`config.mk`:
```
export PLATFORM = sky130hd
export DESIGN_NAME = shim_trigger_seq
export DESIGN_NICKNAME = d
export VERILOG_FILES = /design/src/rtl/shim_trigger_seq.sv
export SDC_FILE = /design/constraint.sdc
export NUM_CORES = 1
export LEC_CHECK = 0
export BUFFER_PORTS_ARGS = -buffer_cell sky130_fd_sc_hd__buf_2
export CAP_MARGIN = 20
export CORE_MARGIN = 2
export CORE_UTILIZATION = 30
export DETAILED_ROUTE_END_ITERATION = 12
export GPL_TIMING_DRIVEN = 0
export PLACE_DENSITY = 0.48
export SYNTH_ARGS = -nofsm -noshare
export SYNTH_HDL_FRONTEND = slang
export SYNTH_SLANG_ARGS = --single-unit
```
`constraint.sdc`:
```
create_clock -name clk -period 3.7 [get_ports clk]
set_input_delay 0.555 -clock clk [delete_from_list [all_inputs] [get_ports clk]]
set_output_delay 0.555 -clock clk [all_outputs]
set_load 0.02 [all_outputs]
```
`src/rtl/shim_trigger_seq.sv`:
```
// shim_trigger_seq
//   Trigger sequencer for the shim system. Executes a command stream from an
//   external command FIFO and issues a stretched trigger pulse to all DAC/ADC
//   channel cores. Each trigger is logged as a two-word record
//   (timestamp low word, then source + timestamp high bits) into the data FIFO.
//
//   Command word: [31:29] type, [28:0] value
//     1 SYNC_CH      trigger once every masked channel reports waiting
//     2 SET_LOCKOUT  ext-trigger lockout length in cycles (>= LOCKOUT_MIN)
//     3 EXPECT_EXT   wait for n honoured external rising edges
//     4 DELAY        wait n cycles
//     5 FORCE_TRIG   trigger immediately
//     6 SET_MASK     sync channel mask, bits [N_DAC-1:0] = DAC (must be nonzero)
//     7 CANCEL       abort the current wait, clear counters and pulse
//     0              illegal
//
//   Handshakes: cmd_word_rd_en is combinational and pops the command FIFO in
//   the same cycle the head word is consumed; it is only asserted while
//   cmd_buf_empty is low. data_word_wr_en is registered and is only raised for
//   a record that was accepted when the data FIFO reported room for both words.
//
// Ports
//   clk, rst                    clock, synchronous active-high reset
//   cmd_word_rd_en              pop command FIFO
//   cmd_word, cmd_buf_empty     command FIFO head and empty flag
//   data_word_wr_en, data_word  data FIFO write strobe and word
//   data_buf_full               data FIFO full
//   data_buf_almost_full        data FIFO has fewer than two free entries
//   ext_trig                    external trigger (already synchronous)
//   dac/adc_waiting_for_trig    per-channel waiting flags
//   trig_out                    trigger pulse, PULSE_CYCLES wide
//   trig_count                  triggers since reset, saturating
//   data_buf_overflow           sticky: a trigger record was dropped
//   bad_cmd                     sticky: an illegal command was consumed
module shim_trigger_seq #(
   parameter int N_DAC           = 8,
   parameter int N_ADC           = 8,
   parameter int TS_WIDTH        = 48,
   parameter int LOCKOUT_DEFAULT = 5000,
   parameter int LOCKOUT_MIN     = 4,
   parameter int PULSE_CYCLES    = 1
) (
   input  logic             clk,
   input  logic             rst,
   output logic             cmd_word_rd_en,
   input  logic [31:0]      cmd_word,
   input  logic             cmd_buf_empty,
   output logic             data_word_wr_en,
   output logic [31:0]      data_word,
   input  logic             data_buf_full,
   input  logic             data_buf_almost_full,
   input  logic             ext_trig,
   input  logic [N_DAC-1:0] dac_waiting_for_trig,
   input  logic [N_ADC-1:0] adc_waiting_for_trig,
   output logic             trig_out,
   output logic [31:0]      trig_count,
   output logic             data_buf_overflow,
   output logic             bad_cmd
);

   localparam int NCH = N_DAC + N_ADC;
   localparam int PW  = $clog2(PULSE_CYCLES + 1);

   localparam logic [2:0] CMD_SYNC    = 3'd1;
   localparam logic [2:0] CMD_LOCKOUT = 3'd2;
   localparam logic [2:0] CMD_EXPECT  = 3'd3;
   localparam logic [2:0] CMD_DELAY   = 3'd4;
   localparam logic [2:0] CMD_FORCE   = 3'd5;
   localparam logic [2:0] CMD_MASK    = 3'd6;
   localparam logic [2:0] CMD_CANCEL  = 3'd7;

   localparam logic [2:0] SRC_SYNC  = 3'd1;
   localparam logic [2:0] SRC_EXT   = 3'd2;
   localparam logic [2:0] SRC_FORCE = 3'd3;

   localparam logic [28:0]         LOCK_MIN   = 29'(LOCKOUT_MIN);
   localparam logic [28:0]         LOCK_RST   = 29'(LOCKOUT_DEFAULT);
   localparam logic [PW-1:0]       PULSE_LOAD = PW'(PULSE_CYCLES);
   localparam logic [TS_WIDTH-1:0] TS_ONE     = TS_WIDTH'(1);

   typedef enum logic [2:0] {
      S_IDLE   = 3'd0,
      S_SYNC   = 3'd1,
      S_EXPECT = 3'd2,
      S_DELAY  = 3'd3,
      S_ERROR  = 3'd4
   } state_t;

   state_t state, state_nxt;

   // Registers
   logic [28:0]          cnt;          // EXPECT edges left / DELAY cycles left
   logic [28:0]          lockout_val;
   logic [28:0]          lockout_cnt;
   logic [NCH-1:0]       mask;
   logic                 ext_q;
   logic [PW-1:0]        pulse_cnt;
   logic [TS_WIDTH-1:0]  timer;
   logic                 rec_stage;    // word1 of the current record goes out next
   logic [2:0]           rec_src;
   logic [TS_WIDTH-33:0] rec_ts_hi;

   // Decode / control
   logic [2:0]  cmd_type;
   logic [28:0] cmd_val;
   logic        all_waiting;
   logic        ext_rise;
   logic        head_cancel;
   logic        accept;
   logic        do_trig;
   logic [2:0]  trig_src;
   logic        cancel;
   logic        load_cnt;
   logic        load_lockout;
   logic        load_mask;
   logic        set_bad;
   logic        ext_honour;
   logic        rec_drop;
   logic [31:0] word1;

   assign cmd_type    = cmd_word[31:29];
   assign cmd_val     = cmd_word[28:0];
   // Unmasked channels count as waiting.
   assign all_waiting = &(~mask | {adc_waiting_for_trig, dac_waiting_for_trig});
   assign ext_rise    = ext_trig & ~ext_q;
   assign head_cancel = ~cmd_buf_empty & (cmd_type == CMD_CANCEL);
   assign trig_out    = (pulse_cnt != '0);

   // A record needs two free entries and an idle write path; anything else drops it.
   assign rec_drop = data_buf_full | data_buf_almost_full | rec_stage | data_word_wr_en;

   // ---------------------------------------------------------------------
   // FSM: state register
   // ---------------------------------------------------------------------
   always_ff @(posedge clk) begin
      if (rst) begin
         state <= S_IDLE;
      end else begin
         state <= state_nxt;
      end
   end

   // ---------------------------------------------------------------------
   // FSM: next state and command execution
   // ---------------------------------------------------------------------
   always_comb begin
      state_nxt      = state;
      accept         = 1'b0;
      cmd_word_rd_en = 1'b0;
      do_trig        = 1'b0;
      trig_src       = 3'd0;
      cancel         = 1'b0;
      load_cnt       = 1'b0;
      load_lockout   = 1'b0;
      load_mask      = 1'b0;
      set_bad        = 1'b0;
      ext_honour     = 1'b0;

      case (state)
         S_IDLE: accept = 1'b1;
         S_SYNC: begin
            // Completing a sync returns to IDLE without also consuming the
            // next word, so two triggers can never land in one cycle.
            if (head_cancel) begin
               accept = 1'b1;
            end else if (all_waiting) begin
               do_trig   = 1'b1;
               trig_src  = SRC_SYNC;
               state_nxt = S_IDLE;
            end
         end
         S_EXPECT: begin
            // Done is seen the cycle after the final honoured edge.
            if (head_cancel || (cnt == '0)) begin
               accept = 1'b1;
            end else if (ext_rise && (lockout_cnt == '0)) begin
               ext_honour = 1'b1;
               do_trig    = 1'b1;
               trig_src   = SRC_EXT;
            end
         end
         S_DELAY: begin
            // cnt == 1 is the last of the n delay cycles.
            if (head_cancel || (cnt == 29'd1)) begin
               accept = 1'b1;
            end
         end
         default: ;  // S_ERROR holds until reset
      endcase

      if (accept) begin
         state_nxt = S_IDLE;
         if (!cmd_buf_empty) begin
            cmd_word_rd_en = 1'b1;
            case (cmd_type)
               CMD_SYNC: begin
                  if (all_waiting) begin
                     do_trig  = 1'b1;
                     trig_src = SRC_SYNC;
                  end else begin
                     state_nxt = S_SYNC;
                  end
               end
               CMD_LOCKOUT: begin
                  if (cmd_val < LOCK_MIN) begin
                     set_bad   = 1'b1;
                     state_nxt = S_ERROR;
                  end else begin
                     load_lockout = 1'b1;
                  end
               end
               CMD_EXPECT: begin
                  if (cmd_val != '0) begin
                     load_cnt  = 1'b1;
                     state_nxt = S_EXPECT;
                  end
               end
               CMD_DELAY: begin
                  if (cmd_val != '0) begin
                     load_cnt  = 1'b1;
                     state_nxt = S_DELAY;
                  end
               end
               CMD_FORCE: begin
                  do_trig  = 1'b1;
                  trig_src = SRC_FORCE;
               end
               CMD_MASK: begin
                  if (cmd_val[NCH-1:0] == '0) begin
                     set_bad   = 1'b1;
                     state_nxt = S_ERROR;
                  end else begin
                     load_mask = 1'b1;
                  end
               end
               CMD_CANCEL: cancel = 1'b1;
               default: begin
                  set_bad   = 1'b1;
                  state_nxt = S_ERROR;
               end
            endcase
         end
      end
   end

   // ---------------------------------------------------------------------
   // Configuration and counters
   // ---------------------------------------------------------------------
   always_ff @(posedge clk) begin
      if (rst) begin
         lockout_val <= LOCK_RST;
         mask        <= '1;
         ext_q       <= 1'b0;
         bad_cmd     <= 1'b0;
      end else begin
         ext_q <= ext_trig;
         if (load_lockout) lockout_val <= cmd_val;
         if (load_mask)    mask        <= cmd_val[NCH-1:0];
         if (set_bad)      bad_cmd     <= 1'b1;
      end
   end

   always_ff @(posedge clk) begin
      if (rst) begin
         cnt <= '0;
      end else if (cancel) begin
         cnt <= '0;
      end else if (load_cnt) begin
         cnt <= cmd_val;
      end else if (ext_honour || ((state == S_DELAY) && (cnt != '0))) begin
         cnt <= cnt - 29'd1;
      end
   end

   always_ff @(posedge clk) begin
      if (rst) begin
         lockout_cnt <= '0;
      end else if (cancel) begin
         lockout_cnt <= '0;
      end else if (ext_honour) begin
         lockout_cnt <= lockout_val;
      end else if (lockout_cnt != '0) begin
         lockout_cnt <= lockout_cnt - 29'd1;
      end
   end

   // ---------------------------------------------------------------------
   // Trigger pulse, count and timestamp
   // ---------------------------------------------------------------------
   always_ff @(posedge clk) begin
      if (rst) begin
         pulse_cnt  <= '0;
         trig_count <= '0;
         timer      <= '0;
      end else begin
         if (cancel) begin
            pulse_cnt <= '0;
         end else if (do_trig) begin
            pulse_cnt <= PULSE_LOAD;
         end else if (pulse_cnt != '0) begin
            pulse_cnt <= pulse_cnt - 1'b1;
         end

         if (do_trig && (trig_count != '1)) begin
            trig_count <= trig_count + 32'd1;
         end

         // Timer sits at 0 until the first trigger; nonzero means it is running.
         if ((do_trig || (timer != '0)) && (timer != '1)) begin
            timer <= timer + TS_ONE;
         end
      end
   end

   // ---------------------------------------------------------------------
   // Record writer: word0 at N+1, word1 at N+2
   // ---------------------------------------------------------------------
   always_comb begin
      word1                 = '0;
      word1[31:29]          = rec_src;
      word1[TS_WIDTH-33:0]  = rec_ts_hi;
   end

   always_ff @(posedge clk) begin
      if (rst) begin
         data_word_wr_en   <= 1'b0;
         data_word         <= '0;
         rec_stage         <= 1'b0;
         rec_src           <= '0;
         rec_ts_hi         <= '0;
         data_buf_overflow <= 1'b0;
      end else begin
         data_word_wr_en <= 1'b0;
         if (rec_stage) begin
            data_word_wr_en <= 1'b1;
            data_word       <= word1;
            rec_stage       <= 1'b0;
         end else if (do_trig && !rec_drop) begin
            data_word_wr_en <= 1'b1;
            data_word       <= timer[31:0];
            rec_ts_hi       <= timer[TS_WIDTH-1:32];
            rec_src         <= trig_src;
            rec_stage       <= 1'b1;
         end
         if (do_trig && rec_drop) begin
            data_buf_overflow <= 1'b1;
         end
      end
   end

endmodule

```
==> results by stage, run 1 <==
Outcome:
- The run finished with clean final reports.

Power:
- The power per cell area is 514 nW/um^2.
- IR analysis of the VDD net gives a maximum drop of 329 uV.
- The static leakage is approximately 4.8 nW.

Synthesis:
- The cell taking the most area after synthesis is dfxtp_1.
- The post-synthesis cell area is 11700 um^2.
- The synthesis warning total is 0.
- Counting flops with a built-in enable in the synthesized netlist gives 0.
- In this run, synthesis produced a sequential element count of approximately 240.
- Synthesis produced a netlist whose cell count is roughly 1400.
- In the synthesized netlist, the cells that appear most often are 242 x dfxtp_1, 136 x nor2_1, 105 x a21oi_1, 81 x nand3_1, 80 x clkbuf_1.
- In this run the mean area of a mapped cell was 8.33 um^2.
- The synthesized netlist net count is 1473.
- Of all flip-flops after synthesis, the portion carrying an async set or reset was 0%.
- The most used flip-flop cell after synthesis is dfxtp_1.
- In the post-synthesis netlist, the biggest area contributors are dfxtp_1 41%, a21oi_1 4.5%, nor2_1 4.3%.
- Summed over its instances, the top area cell type makes up 41.2% of the synthesized netlist area.
- In the post-synthesis netlist, the cell with the most instances is dfxtp_1.
- The number of different library cells used by synthesis comes to 65.
- The sequential share of the synthesized area is 41.2%.

Die:
- The row count is 72.
- The floorplan core area is 38600 um^2.
- Measured along the x axis, the die boundary spans 202 um.
- The overall die height is about 200 um.
- ~120 I/O pins were placed.
- The overall die area is around 41000 um^2.
- The starting density of the core is 30.4%.

Final layout:
- In the final layout, the share of cells above drive strength 1 is 13.3%.
- At the end of the flow, the number of nets in the layout was 1627.
- The count of cells in the finished layout, fillers not included, comes to around 2100.
- The area taken by multi-input logic gates is 6420 um^2.
- The antenna cell count is 0.
- Summing all flip-flop and latch instances after layout gives 4840 um^2.
- The area added between synthesis and finish is 18.4%.
- Fill cells in the final layout number 4056.
- Cells fill 36.0% of the core in the end.

STA:
- The highest attainable clock frequency is approximately 280 MHz.
- For the pin with the worst max-slew slack, the measured transition is 1040 ps.
- The final number of max-transition violations is 0.
- The time the worst path needs with I/O delays and setup is 3580 ps.
- In the finished design, the share of the clock period the worst path needs comes to 96.7%.
- The relative slew slack is 30.6%.
- Setup repair after global routing left no endpoint under its margin.
- The largest clock skew in the final design is 18.5 ps.
- Setup violations remaining at the end of the flow were counted as 0.
- The total count of hold-check failures in the final report came to 0.
- Hold is met by 273 ps.

Setup path:
- At the worst endpoint, the required time is 3140 ps.
- The worst setup path is captured at a primary output.
- STA classifies the critical path startpoint as a register.
- The number of cells on the worst reg-to-reg path is 9.
- The arrival time reported for the critical path endpoint is 3020 ps.
- For this run, the slowest stage of the critical path takes between 500 and 600 ps.
- The slowest stage of the critical path is the or4_4 cell.
- The critical path is of the register to primary output type.
- The maximum fanout along the worst path is 9.
- The signal on the critical path passes through or4_4, or4b_1, o31a_1, or2_4, clkinv_4, buf_2.

Global routing:
- For this run, global-route usage on met2 was measured as 31.8%.
- The first global-routing pass estimated 62700 um of wire.
- The sum of overflow across all layers after global routing is 0.
- The largest net degree at the start of global routing is 15.
- The number of global-route vias before repair is 10700.
- After global routing, the most crowded layer is met2.
- The initial antenna violation count was 1.
- The fraction of met3 tracks used by global routing is around 2.3%.
- The met1 track demand over resource in global routing is 26.3%.
- Global routing used 19.3% of the available tracks.

Clocking:
- CTS built an H-tree with a depth of 1.
- The number of sinks handled by clock tree synthesis is 242.
- The clock root buffer master is clkbuf_16.
- The maximum number of buffers from clock root to sink is 3.
- TritonCTS built the clock tree.
- The CTS clock-pin slew for the worst setup and hold paths is 60 ps.
- In this run, post-CTS hold repair placed 0 buffers.
- Counting the buffers created by CTS gives 29.
- At the later pin of the worst-skew pair, clock insertion delay measures about 570 ps.
- The buffers inserted during post-CTS setup optimization is 0.

Drt:
- For this run, the detailed router's first-pass iteration total came to 5.
- The count of routing violations after the opening detailed-route iteration is 694.
- The post-detailed-route via-to-cell ratio is around 5.3.
- The routed length per instance is 19.0 um.
- The final routed wirelength across all metal layers is 40000 um.
- The remaining routing DRC violations is 0.
- The remaining antenna violation count is 0.
- The routed layout has 11200 vias.

Worst hold path:
- Along the worst hold path, the cell count comes to 2.
- In this run the worst hold path is classified as input pin to register.

Flow run:
- Max-cap violations in this run came to 0.

Placement:
- The number of input and output port buffers inserted is 121.
- The HPWL after detailed placement is 29600 um.
- Counting tap cells, the placed design contains a total of 2052 instances.
- Routability-driven placement finished with a final weighted congestion of 0.876.
==> cell usage in the layout (no fill, tap or decap), types with 25 or more instances in the layout <==
cell / n
or3_1: 36
nor2_1: 136
nand2_1: 70
clkbuf_16: 29
o21ai_1: 50
nor3_1: 53
mux2i_1: 27
nor2b_1: 48
dfxtp_1: 242
nand4_1: 46
xor2_1: 32
xnor2_1: 38
clkbuf_1: 86
o21ai_0: 47
nand3_1: 80
nor4_1: 39
buf_2: 129
or4_1: 25
a21oi_1: 104
==> state kept, by name (all words and copies together), names as in the netlist <==
| register | cells |
|---|---|
| bad_cmd | 1 |
| ext_q | 1 |
| cnt | 29 |
| data_buf_overflow | 1 |
| state | 3 |
| rec_ts_hi | 16 |
| rec_stage | 1 |
| timer | 48 |
| lockout_cnt | 29 |
| data_word_wr_en | 1 |
| data_word | 32 |
| trig_count | 32 |
| trig_out | 1 |
| lockout_val | 29 |
| mask | 16 |
| rec_src | 2 |
==> final timing paths <==
kind,from,to,slack [ps]
hold / removal,cmd_word[10],mask[10],270
setup / recovery,cnt[12],cmd_word_rd_en,120
setup reg to reg,lockout_cnt[18],rec_ts_hi[14],180
hold reg to reg,data_word[4],data_word[4],460
==> power by group <==
part	total (mW)	switching, mW	internal [mW]
registers	2.92	0.152	2.77
logic	1.56	0.949	0.613
clock network	2.66	1.13	1.54
total	7.15	2.23	4.92
==> cell families (layout without fill, tap and decap cells) <==
| logic type | after synthesis | count (layout) | share of synthesized area, % |
|---|---|---|---|
| compound gates | 328 | 328 | 17.5 |
| xor+xnor | 70 | 70 | 5.22 |
| fa+ha+maj | 8 | 8 | 0.852 |
| buf+inv | 120 | 290 | 4.39 |
| flops | 242 | 242 | 41.2 |
| mux | 34 | 34 | 2.97 |
| simple gates | 609 | 609 | 27.9 |
==> per-stage QoR <==
| stage | setup TNS (ps) | cell area, um^2 | total power [mW] | setup slack, ps |
|---|---|---|---|---|
| final | 0 | 13900 | 7.15 | 124 |
| after global routing | 0 | 13900 | 7.52 | 5.91 |
| after CTS | 0 | 13900 | 7.21 | 56.7 |
| after detailed placement | -4700 | 13000 | 4.51 | -125 |
| after global placement | -3620 | 13000 | 4.50 | -109 |
| after floorplan | 0 | 11700 | 4.10 | 661 |
==> routing by layer <==
metal | routed length [um] | up-vias | part of all wire (%)
met5 | 0 | - | 0
met4 | 1080 | 0 | 2.7
met3 | 1670 | 76 | 4.2
met2 | 18600 | 250 | 46
met1 | 18600 | 5386 | 47
li1 | - | 5503 | -
==> worst max-delay path: cells and delay by family (launching register included) <==
kind / cells / cell delay, ps
simple gates: 3 / 1450
compound gates: 1 / 390
flops: 1 / 350
buf+inv: 2 / 270
==> repair_timing <==
| item | 4_1_cts | 5_1_grt |
|---|---|---|
| resized for setup | 3 | 13 |
| pin swaps | 0 | 1 |
| setup endpoints to repair | 52 | 74 |
==> area by class of cell <==
type	instances	share of cell area (%)
plain buffers	100	3.20
clock buffers	41	5.68
clock inverters	6	0.423
inverters	20	0.576
multi-input cells	1049	46.2
flip-flops and latches	242	34.8
well taps	518	4.66
repair buffers	123	4.44
Power figures use the tool's default switching activity.
==> inputs of run 2 (changes only) <==
Settings changed: CAP_MARGIN 20 to 10, CELL_PAD_IN_SITES_DETAIL_PLACEMENT set to 1, CELL_PAD_IN_SITES_GLOBAL_PLACEMENT set to 2, GPL_TIMING_DRIVEN 0 to not set, PLACE_DENSITY 0.48 to 0.71.
==> run 2 against run 1 <==
Design area is 0.85% higher; clock skew fell by 7.1 ps; cell count decreased by 2.7%; power is 7.1% higher; fmax decreased by 0.33%; combinational power about the same; clock-buffer cell count grew 5; sequential power about the same; global-route usage decreased by 0.78 points; flip-flop and latch count unchanged; wire length down 4.4%; largest power group is now clock.
==> results by stage, run 2 (synthesis gave the netlist of run 1 again) <==
Flow run:
- Max-cap violations in this run came to 0.

Drt:
- The remaining routing DRC violations is 0.
- The first routing iteration left 422 violations.
- The remaining antenna violation count is 0.
- Across all layers, the routed design uses between 10000 and 15000 vias.
- Dividing the detail-routed wire length by the instance count gives about 19 um.
- The pre-antenna-repair detailed-routing pass consisted of 5 iterations.
- After detailed routing, the total wire length is roughly 38000 um.
- The post-detailed-route via-to-cell ratio is 5.32.

Outcome:
- The flow ran to the end, and the final reports show no timing, DRC or antenna violations.

Power:
- The total power draw is 7.65 mW.
- The power per cell area is 545 nW/um^2.
- The peak supply drop is just under 400 uV.
- In this run the static leakage power is 4.95 nW.

Final layout:
- timer holds more flip-flops than any other register.
- The post-route netlist has 15.3% of its cells at a drive strength greater than 1.
- The final net count is 1565.
- The area growth from synthesis to layout is 19.4%.
- Leaving out fill and tap cells, the most frequent cell in the layout is dfxtp_1.
- The repair_antennas step left the layout with diodes totalling 0.
- In the final layout, the registers with the most flip-flops are timer (48), data_word (32), trig_count (32).
- The flip-flop count of the largest register after layout is 48.
- The final non-filler cell total is 2043.
- In the layout the commonest cells are 242 x dfxtp_1, 136 x nor2_1, 121 x buf_2, 105 x a21oi_1, 81 x nand3_1.

Clocking:
- The later pin in the worst-skew pair is clocked with a latency of 560 ps.
- The number of sinks handled by clock tree synthesis is 242.
- Clock-pin slew was measured on the worst setup and hold paths at roughly 60 ps.
- Counting along the longest clock path gives a buffer depth of 3.
- The clock root buffer master is clkbuf_16.
- CTS built an H-tree with a depth of 1.
- In this run, CTS created clock tree buffers numbering 30.
- TritonCTS built the clock tree.

Setup path:
- STA classifies the critical path startpoint as a register.
- The largest single stage delay on the critical path is 600 ps.
- The arrival time reported for the critical path endpoint is 3030 ps.
- The maximum fanout along the worst path is 9.
- Among all stages on the critical path, the largest delay is contributed by or4b_1.
- The data required time of the critical path is between 3000 and 4000 ps.
- The setup path with the least slack is of type register to primary output.
- The critical path goes through or4_4, or4b_1, o31a_1, or2_4, clkinv_4, buf_2.
- The worst setup path is captured at a primary output.

STA:
- The relative slew slack is a little under a third.
- The slew at the pin with the worst max-slew slack is slightly above 1000 ps.
- The total count of hold-check failures in the final report was 0.
- Setup repair after global routing left no endpoint under its margin.
- Based on the critical path, the design can be clocked at up to around 280 MHz.
- The final number of max-transition violations was 0.
- After routing, the total negative slack on setup checks comes to 0 ps.
- For the final database, setup skew stands at around 11 ps.
- Setup violations remaining at the end of the flow were counted as 0.
- Of the available clock period, the critical path in the final layout requires a little over nine tenths.
- The clock period could shrink to 3590 ps.

Placement:
- Detailed placement finished with a half-perimeter wire length of 26700 um.
- Input and output buffers added on the ports amount to 122.
- Including well taps, the total number of placed cells is 1989.
- At the end of routability-driven placement, the weighted congestion stood at 0.761.

Die:
- The floorplan core area is 38600 um^2.
- The overall die area is 40800 um^2.
- The overall die height is just over 200 um.
- The row count is 72.
- Measured along the x axis, the die boundary spans around 200 um.
- The starting density of the core is 30.4%.
- The count of boundary I/O pins is 123.

Global routing:
- Entering global routing, the biggest net connects 93 pins.
- The all-layer global routing usage is 18.5%.
- The number of global-route vias before repair is 11000.
- The global-route wire length before repair is 61700 um.
- After global routing the overflow that remains totals 0.
- The initial antenna violation count is 0.

Worst hold path:
- In this run the worst hold path is classified as input pin to register.
-- run 2: cell types whose count changed in the layout (fill, tap and decap cells not counted), sizes merged --
cell,change
clkbuf,-77
bufinv,+3
inv,-1
buf,+19
clkinvlp,+1
clkinv,-1
-- run 2: path summary, 6_finish.rpt --
| check | start | end | slack [ps] | cells past startpoint |
|---|---|---|---|---|
| max | cnt[12] | cmd_word_rd_en | 110 | 6 |
| min | cmd_word[10] | mask[10] | 280 | 2 |
| max reg2reg | cnt[12] | trig_count[20] | 220 | 9 |
| min reg2reg | lockout_val[26] | lockout_cnt[26] | 460 | 2 |
-- run 2: layout make-up --
class | instances | area (um^2)
Inverter | 20 | 80.1
Clock buffer | 46 | 932
Tap cell | 518 | 648
Timing Repair Buffer | 160 | 956
Sequential cell | 242 | 4840
Fill cell | 4592 | 24600
Multi-Input combinational cell | 1049 | 6420
Clock inverter | 8 | 143
-- run 2: power breakdown --
part           internal [mW]  switching (mW)
Sequential              2.77           0.159
Clock                   2.00            1.18
Combinational          0.628           0.924
Total                   5.39            2.26
-- run 2: timing repair --
action                                  in CTS  in global routing
endpoints found under the setup margin       0                  1
gates resized for setup                      0                  1
setup buffers                                0                  0
hold buffers                                 0                  0
-- run 2: metal layers --
metal  up-vias  share of wire, %  GRT usage (%)
li1       5364                 -              -
met1      5336                47           24.4
met2       121                48           32.3
met3        45               2.5           2.27
met4         0               1.9           4.10
met5         -                 0              0
-- run 2: through the flow --
stage	setup slack (ps)	util [%]	area, um^2	hold slack [ps]
6_report	112	36.3	14000	280
5_1_grt	16.8	36.3	14000	260
4_1_cts	88.5	36.3	14000	252
3_5_place_dp	203	33.5	12900	447
3_3_place_gp	266	33.5	12900	446
2_1_floorplan	661	-	11700	432
-- run 2: worst max-delay path: cells and delay by family, from the launching register on --
family,cells,cell delay (ps)
DFF,1,350
and+or+nand+nor,3,1440
buffers and inverters,2,290
AOI/OAI and AO/OA,1,380
==> inputs of run 3 (changes only) <==
Settings changed: CORE_UTILIZATION 30 to 36, PLACE_DENSITY 0.71 to 0.83.
==> run 3 against run 2 <==
Combinational power about the same; utilization increased by 6.0 points; sequential power about the same; wire length decreased by 5.0%; flip-flop and latch count unchanged; register-to-register slack improved by 110 ps; critical path type unchanged.
==> results by stage, run 3 (synthesis gave the netlist of run 1 again) <==
Final layout:
- The footprint of the flip-flops and latches is 4840 um^2.
- The largest register by flop count is timer.
- The fraction of final layout cells with drive strength greater than 1 is 14.4%.
- Leaving out fill and tap cells, the most frequent cells in the layout are 242 x dfxtp_1, 136 x nor2_1, 121 x buf_2, 105 x a21oi_1, 81 x nand3_1.
- The final net count is 1554.
- The final design utilization is 42.3%.
- The largest registers in the layout are timer (48), data_word (32), trig_count (32).
- The number of antenna diodes in the final layout is 0.
- The area added between synthesis and finish is 16.5%.
- The layout filler cell count is 3911.
- The library cell used most frequently in the layout, excluding fill and tap cells, is dfxtp_1.
- The flip-flop count of the largest register after layout is 48.
- Summing all multi-input logic gate instances after layout gives 6420 um^2.

Setup path:
- The launch point of the critical path is cnt[12].
- The register-to-register setup slack is around 330 ps.
- The worst reg2reg path endpoint is trig_count[26].
- Measured in cells, the most critical reg-to-reg path has a length of 8.
- At the worst endpoint, the arrival time is roughly 2900 ps.
- In this run the worst setup path terminates at cmd_word_rd_en.
- The number of buffer and inverter stages on the critical path is 2.
- The type of the setup path with the least slack is register to primary output.
- The cell count along the critical path is 6.
- The beginning of the worst register-to-register path is lockout_cnt[8].
- The data required time of the critical path is 3140 ps.
- The signal on the critical path passes through or4_4, or4b_1, o31a_1, or2_4, clkinv_4, buf_2.
- The worst setup path is captured at a primary output.
- Of all nets on the critical path, the largest fanout is 9.
- For this run, the slowest stage of the critical path takes roughly 560 ps.
- The cell type of the slowest stage on the worst timing path is or4_4.
- STA classifies the critical path startpoint as a register.
- In this design, the largest share of critical-path delay is due to simple AND/OR/NAND/NOR gates.

Drt:
- The remaining antenna violation count is 0.
- After the first detailed-routing iteration, the DRC count stood at 437.
- After detailed routing, the number of remaining DRC violations is 0.
- The first TritonRoute pass finished after 5 iterations.
- The met1 routed wirelength after detailed routing is 16800 um.
- The final layout contains routed wiring with a total length of 36300 um.
- The detailed-routed wire length on met3 is 1190 um.
- In the final routed layout, each cell accounts on average for 18.6 um.
- The total via count after detailed routing is 10900.
- Detailed routing placed a total of roughly 17000 um of wire on met2.
- Using the TritonRoute via totals, the vias-per-cell ratio works out to 5.60.
- The detailed router used layers up to and including met4.

Clocking:
- Buffers added to address setup during post-CTS repair amount to 0.
- The maximum number of buffers from clock root to sink is 3.
- The clock buffer count from CTS is 29.
- The CTS clock-pin slew for the worst setup and hold paths is roughly 60 ps.
- The number of hold buffers added after cts is 0.
- The clock latency on the worst-skew pair is 540 ps.
- The clock root buffer master is clkbuf_16.
- The CTS tree is done.
- In this run, post-CTS repair resized a total of 0 instances.
- The clock net in this run drives a total of 242 sinks.
- CTS built an H-tree with a depth of 1.

Die:
- The die covers 34100 um^2.
- Once the floorplan was initialized, standard cells occupied 36.3% of the core.
- After floorplanning, the core was divided into 66 placement rows.
- After floorplanning, the core was sized to cover 32400 um^2.
- The die is 185 um tall.
- The width of the die is 185 um.
- The count of boundary I/O pins is 123.

Power:
- The clock network is responsible for 38.3% of the overall power.
- The share of total power dissipated in combinational logic is 21.2%.
- The power per cell area is 528 nW/um^2.
- Internal power comes to about 5.0 mW.
- In this run switching power makes up 30.3% of total power.
- The sequential cell fraction of total power is 40.5%.
- IR analysis of the VDD net gives a maximum drop of 445 uV.
- Summed over all cells, the static leakage comes to 4.83 nW.
- The total net switching power is ~2.2 mW.

Global routing:
- Global routing consumed, over all layers together, 21.3% of the routing resources.
- The number of global-route vias before repair is 10900.
- The initial antenna violation count is 0.
- The largest net degree at the start of global routing is 92.
- The global-route wire length before repair is roughly 59000 um.
- After global routing the overflow that remains totals 0.

STA:
- The total count of hold-check failures in the final report is 0.
- The slew at the pin with the worst max-slew slack is about 1000 ps.
- The relative slew slack is 30.4%.
- The clock period could shrink to 3500 ps.
- The final number of max-transition violations came to 0.
- Setup total negative slack on the finished layout was measured at 0 ps.
- Setup repair after global routing left no endpoint under its margin.
- Setup violations remaining at the end of the flow were counted as 0.
- Derived from the worst setup path, the maximum achievable clock frequency is 286 MHz.
- Of the available clock period, the critical path in the final layout requires 94.6%.
- The largest clock skew in the final design is 14.6 ps.

Placement:
- The number of input and output port buffers inserted is 122.
- The wire-length estimate of the detail-placed layout is 25000 um.
- The weighted congestion at the end of routability-driven global placement is 0.850.

Worst hold path:
- The worst hold path class is input pin to register.

Outcome:
- The run finished with clean final reports.

Flow run:
- The tool flagged a number of max-cap violations equal to 0.
==> run 3: changes by cell type in the layout (fill, tap and decap cells not counted), sizes merged <==
| cell | change |
|---|---|
| buf | -10 |
| bufinv | -3 |
| clkbuf | -4 |
| clkinv | +3 |
| clkinvlp | -1 |
==> run 3: cell type report <==
cell class,instances,share of cell area (%)
clock buffer,42,6.32
sequential,242,35.4
multi-input combinational,1049,46.9
inverter,20,0.585
clock inverter,7,0.439
tap,442,4.04
timing repair buffer,150,6.32
==> run 3: worst register-to-register path, cell delays in order, from the launching register on <==
cell and delay, ps:
dfxtp_1 350, or4_4 590, or4_1 570, nor4_4 430, and3_1 330, a211oi_4 100, buf_4 240, or4_1 510
a21oi_1 170
==> run 3: power by group through the flow <==
| stage | registers (mW) | logic, mW | clock network [mW] |
|---|---|---|---|
| global route | 2.95 | 1.72 | 2.96 |
| CTS | 2.93 | 1.55 | 2.85 |
| global placement | 2.97 | 1.49 | 0 |
| detailed placement | 2.98 | 1.52 | 0 |
| floorplan | 2.94 | 1.16 | 0 |
| finish | 2.93 | 1.54 | 2.77 |
==> run 3: worst min-delay path by stage <==
stage | end | from | slack [ps] | depth (start not counted)
after floorplan | lockout_cnt[7] | lockout_val[7] | 430 | 2
after global placement | bad_cmd | bad_cmd | 450 | 2
after detailed placement | data_word[4] | data_word[4] | 450 | 1
after CTS | mask[2] | cmd_word[2] | 270 | 2
after global routing | mask[2] | cmd_word[2] | 290 | 2
final | mask[2] | cmd_word[2] | 310 | 2
==> run 3: through the flow <==
stage	setup WS, ps	power (mW)	area, um^2	std cells	hold WS, ps
6_report	202	7.23	13700	1952	306
5_1_grt	86.4	7.63	13700	1952	286
4_1_cts	179	7.32	13700	1952	273
3_5_place_dp	376	4.51	12800	1903	447
3_3_place_gp	412	4.46	12800	1903	447
2_1_floorplan	661	4.10	11700	1411	432
==> run 3: routing by layer <==
metal / track usage [%] / vias up
met4: 5.43 / 0
met2: 36.8 / 170
met5: 0 / -
met3: 2.69 / 60
met1: 28.2 / 5356
li1: - / 5341
